--- config.mk ---
export PLATFORM = sky130hd
export DESIGN_NAME = fp_mul_pipe
export DESIGN_NICKNAME = d
export VERILOG_FILES = /design/src/rtl/fp_mul_pipe.sv
export SDC_FILE = /design/constraint.sdc
export NUM_CORES = 2
export LEC_CHECK = 0
export ABC_AREA = 1
export BUFFER_PORTS_ARGS = -buffer_cell sky130_fd_sc_hd__buf_4
export CAP_MARGIN = 20
export CORE_MARGIN = 2
export CORE_UTILIZATION = 41
export DETAILED_ROUTE_END_ITERATION = 8
export HOLD_SLACK_MARGIN = 0.15
export PLACE_DENSITY = 0.55
export SLEW_MARGIN = 10
export SYNTH_ARGS = -nofsm -noshare
export SYNTH_HDL_FRONTEND = slang
export SYNTH_SLANG_ARGS = --single-unit
--- constraint.sdc ---
create_clock -name clk -period 13.9 [get_ports clk]
set_clock_uncertainty 0.2 [all_clocks]
set_input_delay 0.695 -clock clk [delete_from_list [all_inputs] [get_ports clk]]
set_output_delay 0.695 -clock clk [all_outputs]
set_load 0.03 [all_outputs]
--- src/rtl/fp_mul_pipe.sv ---
`default_nettype none
// ============================================================================
// fp_mul_pipe : three-stage pipelined floating-point multiplier with
//               valid/ready handshakes, RNE or truncation, flush-to-zero.
// Revision    : 1.0  initial release
// ============================================================================
module fp_mul_pipe #(
  parameter int EXP_W    = 8,
  parameter int MAN_W    = 23,
  parameter int ROUND_EN = 1
) (
  input  logic                   clk,
  input  logic                   rst_n,
  input  logic                   in_valid,
  output logic                   in_ready,
  input  logic [EXP_W+MAN_W:0]   a,
  input  logic [EXP_W+MAN_W:0]   b,
  output logic                   out_valid,
  input  logic                   out_ready,
  output logic [EXP_W+MAN_W:0]   res,
  output logic                   flag_ovf,
  output logic                   flag_unf,
  output logic                   flag_inv
);

  localparam int W  = 1 + EXP_W + MAN_W;
  localparam int PW = 2*MAN_W + 2;
  localparam int EW = EXP_W + 2;
  localparam logic [EW-1:0]        BIAS   = {3'b000, {(EXP_W-1){1'b1}}};
  localparam logic signed [EW:0]   E_ONE  = {{EW{1'b0}}, 1'b1};
  localparam logic signed [EW:0]   E_TOP  = {3'b000, {EXP_W{1'b1}}};
  localparam logic signed [EW:0]   E_ZERO = '0;

  logic advance;
  assign advance  = !(out_valid && !out_ready);
  assign in_ready = rst_n && advance;

  logic [EXP_W-1:0] ea, eb;
  logic [MAN_W-1:0] fa, fb;
  logic a_zero, a_inf, a_nan, b_zero, b_inf, b_nan;
  assign {ea, fa} = a[W-2:0];
  assign {eb, fb} = b[W-2:0];
  assign a_zero = (ea == '0);
  assign b_zero = (eb == '0);
  assign a_inf  = (&ea) && (fa == '0);
  assign b_inf  = (&eb) && (fb == '0);
  assign a_nan  = (&ea) && (fa != '0);
  assign b_nan  = (&eb) && (fb != '0);

  logic                 s1_valid, s1_sign, s1_nan, s1_inf, s1_zero;
  logic signed [EW-1:0] s1_exp;
  logic [MAN_W:0]       s1_ma, s1_mb;
  logic                 s2_valid, s2_sign, s2_nan, s2_inf, s2_zero;
  logic signed [EW-1:0] s2_exp;
  logic [PW-1:0]        s2_prod;

  // Stage 3 combinational normalise / round / pack
  logic [MAN_W-1:0]   nfrac;
  logic               guard, sticky, rnd;
  logic signed [EW:0] nexp, rexp;
  logic [MAN_W:0]     rfrac;
  logic [W-1:0]       pack;
  logic               p_inv, p_ovf, p_unf;

  always_comb begin
    if (s2_prod[PW-1]) begin
      nfrac  = s2_prod[PW-2:MAN_W+1];
      guard  = s2_prod[MAN_W];
      sticky = |s2_prod[MAN_W-1:0];
      nexp   = $signed({s2_exp[EW-1], s2_exp}) + E_ONE;
    end else begin
      nfrac  = s2_prod[PW-3:MAN_W];
      guard  = s2_prod[MAN_W-1];
      sticky = |s2_prod[MAN_W-2:0];
      nexp   = $signed({s2_exp[EW-1], s2_exp});
    end
    rnd   = (ROUND_EN != 0) && guard && (sticky || nfrac[0]);
    rfrac = {1'b0, nfrac} + {{MAN_W{1'b0}}, rnd};
    // A rounding carry leaves rfrac[MAN_W-1:0] all zero, so only e moves.
    rexp  = nexp + $signed({{EW{1'b0}}, rfrac[MAN_W]});
    pack  = {s2_sign, rexp[EXP_W-1:0], rfrac[MAN_W-1:0]};
    p_inv = 1'b0;
    p_ovf = 1'b0;
    p_unf = 1'b0;
    if (s2_nan) begin
      pack  = {1'b0, {EXP_W{1'b1}}, 1'b1, {(MAN_W-1){1'b0}}};
      p_inv = 1'b1;
    end else if (s2_inf) begin
      pack = {s2_sign, {EXP_W{1'b1}}, {MAN_W{1'b0}}};
    end else if (s2_zero) begin
      pack = {s2_sign, {(W-1){1'b0}}};
    end else if (rexp >= E_TOP) begin
      pack  = {s2_sign, {EXP_W{1'b1}}, {MAN_W{1'b0}}};
      p_ovf = 1'b1;
    end else if (rexp <= E_ZERO) begin
      pack  = {s2_sign, {(W-1){1'b0}}};
      p_unf = 1'b1;
    end
  end

  always_ff @(posedge clk) begin
    if (!rst_n) begin
      s1_valid  <= 1'b0;
      s2_valid  <= 1'b0;
      out_valid <= 1'b0;
      res       <= '0;
      flag_ovf  <= 1'b0;
      flag_unf  <= 1'b0;
      flag_inv  <= 1'b0;
    end else if (advance) begin
      s1_valid  <= in_valid;
      s1_sign   <= a[W-1] ^ b[W-1];
      s1_exp    <= {2'b00, ea} + {2'b00, eb} - BIAS;
      s1_ma     <= {1'b1, fa};
      s1_mb     <= {1'b1, fb};
      s1_nan    <= a_nan | b_nan | (a_inf & b_zero) | (b_inf & a_zero);
      s1_inf    <= a_inf | b_inf;
      s1_zero   <= a_zero | b_zero;

      s2_valid  <= s1_valid;
      s2_sign   <= s1_sign;
      s2_exp    <= s1_exp;
      s2_prod   <= {{(MAN_W+1){1'b0}}, s1_ma} * {{(MAN_W+1){1'b0}}, s1_mb};
      s2_nan    <= s1_nan;
      s2_inf    <= s1_inf;
      s2_zero   <= s1_zero;

      out_valid <= s2_valid;
      res       <= pack;
      flag_inv  <= s2_valid && p_inv;
      flag_ovf  <= s2_valid && p_ovf;
      flag_unf  <= s2_valid && p_unf;
    end
  end

endmodule
`default_nettype wire
==> metrics <==
worst r2r src=s1_ma[11]; CP endpoint kind=flip-flop; ANT nets after route=0; unrepaired setup endpoints after global routing=no; Seq cells post-synth=160; crit start category=flip-flop; Worst-Skew Late Latency=approximately 500 ps; H-tree levels=4; Synth Instances=3259; Reg clk slew, reported paths=about 80 ps; CP endpoint=s2_prod[46]; ant diodes=0; area leader, netlist=fa_1; vias per cell=4.73; Post-synth top flop=edfxtp_1; Fmax achieved=about 130 MHz; area grow syn2layout=8.96%; CP Class=reg2reg; row cnt=94; Post-synth ARST share=0; fin nets=about 4.1k; Final setup viols=0; Num CTS Buffers=17; Initial Utilization=0.412; MaxCap Viol Count=0; Post-Syn Area=0.0270 sq mm; DR iter-0 viols=1167; area of the core=between 0.06 and 0.07 sq mm; Area contributors post-synth=fa_1 36%, edfxtp_1 14%, inv_1 14%; IO Port Bufs=104; Syn Nets=4002; CTS resizes=0; HP Class=in2reg; pin count of the biggest net entering global routing=72; setup TNS=0 ps; crit path DAT=approximately 7600 ps; GRT Total Usage=0.218; Ys Warns=0; Hold Vio Cnt, Final=0; hpwl dp=around 55 mm; status=finished clean; min Tclk post-route=roughly 7500 ps; antenna violations before repair=0; DR vias=19.8k; DRT Pass-1 Iters=5; drt drc=0; Worst Path Max Fanout=24; Req. time, crit path=between 10000 and 15000 ps; r2r endpoint=s2_prod[46]; cell area after layout=just under 0.03 sq mm; CTS tree=built; Final Cycle Share=0.542; Clock Tree Buf Depth=2; Die Y=approximately 260 microns; setup bufs post-CTS=0; post-route non-filler standard cell count=around 4.2k; R2R Setup Slk=about 6400 ps; Die ar.=just under 0.07 sq mm; Syn Area/Cell=8.29 sq um; Rel. slew slack=0.206; DP Cell Count=4155; Yosys cell types=54; Max Slew Vio Count=0; Clock Root Buffer=clkbuf_16; post-synthesis sequential area ratio=0.164; DIE WIDTH=around 260 microns; area post-placement=0.0287 sq mm; actual slew at the worst max-slew pin=between 1000 and 1500 ps; layout cells sized above 1=0.0807; Post-synth EDFFs=roughly 120; global route overflow=0; post-synth top area share=0.358; wire per inst=around 17 microns; I/O Pins=between 100 and 150; first-pass GRT wire length=roughly 110 mm; Worst setup startpoint=s1_ma[11]; vias in the first global route=roughly 21k; final wirelength=70.2 mm; clock sinks=160; worst r2r path cells=21; RePlAce Congestion=about 0.9
sequential cells by signal, summed over array words and instances (netlist names), 10 cells and up:
signal and flops:
res 32, s1_exp 10, s1_ma 23, s1_mb 23, s2_exp 10, s2_prod 48
cells in the final DEF (no fill, tap or decap), types with 5 or more instances in the layout:
master and n:
o21ai_0 54, dfxtp_1 38, nand3_2 23, nor3_1 20, nand2_2 11, xnor2_1 22
clkbuf_16 17, inv_2 8, nand2_1 748, nor4_1 19, ha_1 192, fa_1 483
xor2_1 48, or2_2 6, a31oi_1 7, nor2_4 8, a21oi_1 86, edfxtp_1 122
o21ai_1 10, nand4_1 14, nor2_1 113, nor2_2 5, nand3_1 64, a21o_1 7
a21oi_2 15, dlygate4sd3_1 10, inv_1 974, buf_4 144
synth_stat cells (14+ instances only):
cell / count
ha_1: 192
nor2_1: 115
nand2_1: 748
fa_1: 483
a21oi_1: 86
nor4_1: 19
nand4_1: 14
inv_1: 974
dfxtp_1: 38
clkbuf_1: 100
nor3_1: 20
a21oi_2: 15
nand3_2: 23
edfxtp_1: 122
nand3_1: 64
xnor2_1: 22
o21ai_0: 54
xor2_1: 48
worst max-delay path, cell delays in order, from the launching register on:
cell and delay [ps]:
edfxtp_1 1090, nand2_1 200, fa_1 560, fa_1 550
inv_1 60, fa_1 520, fa_1 570, fa_1 430
fa_1 540, inv_1 60, fa_1 480, inv_1 40
ha_1 360, a21oi_1 290, o21ai_0 200, a21oi_1 180
nand3_1 190, a21oi_1 270, o21ai_0 210, nand2_1 100
nand2_1 60, xor2_1 140
layout make-up:
class	instances	area, sq um
Fill cell	6604	36100
Multi-Input combinational cell	2002	18400
Sequential cell	160	4420
Inverter	985	3700
Timing Repair Buffer	156	1210
Tap cell	864	1080
Clock buffer	17	425
Clock inverter	15	199
cell families (layout without fill, tap and decap cells):
logic type,after synthesis,after routing,synth area share
flops,160,160,0.164
buf+inv,1097,1173,0.156
simple gates,1049,1049,0.166
mux,1,1,0.000370
xor+xnor,70,70,0.0227
fa+ha+maj,675,675,0.447
compound gates,207,207,0.0447
metal layers:
layer	global-route usage	share of wire	vias to the layer above
li1	-	-	9600
met1	0.308	0.47	9658
met2	0.343	0.45	506
met3	0.0455	0.063	77
met4	0.0535	0.019	0
met5	0	0	-
through the flow:
stage / util / hold slack [ps] / setup WS [ps]
floorplan: - / 200 / 6550
global placement: 0.438 / 202 / 6450
detailed placement: 0.438 / 205 / 6420
CTS: 0.449 / 152 / 6410
global route: 0.449 / 162 / 5980
finish: 0.449 / 184 / 6360
what timing repair did:
action,CTS,global route
setup endpoints to repair,0,0
endpoints found under the hold margin,10,0
hold buffers,10,0
worst min path at each step:
| stage | start | end | slack, ps | cells past startpoint |
|---|---|---|---|---|
| after global routing | a[4] | s1_ma[4] | 160 | 1 |
| after floorplan | s1_exp[0] | s2_exp[0] | 200 | 0 |
| after detailed placement | s1_exp[6] | s2_exp[6] | 200 | 0 |
| final | a[4] | s1_ma[4] | 180 | 1 |
| after global placement | s1_exp[7] | s2_exp[7] | 200 | 0 |
| after CTS | a[4] | s1_ma[4] | 150 | 1 |
Power is not shown: default switching activity piles up to over one toggle a cycle in this logic, so the estimate is an artifact.
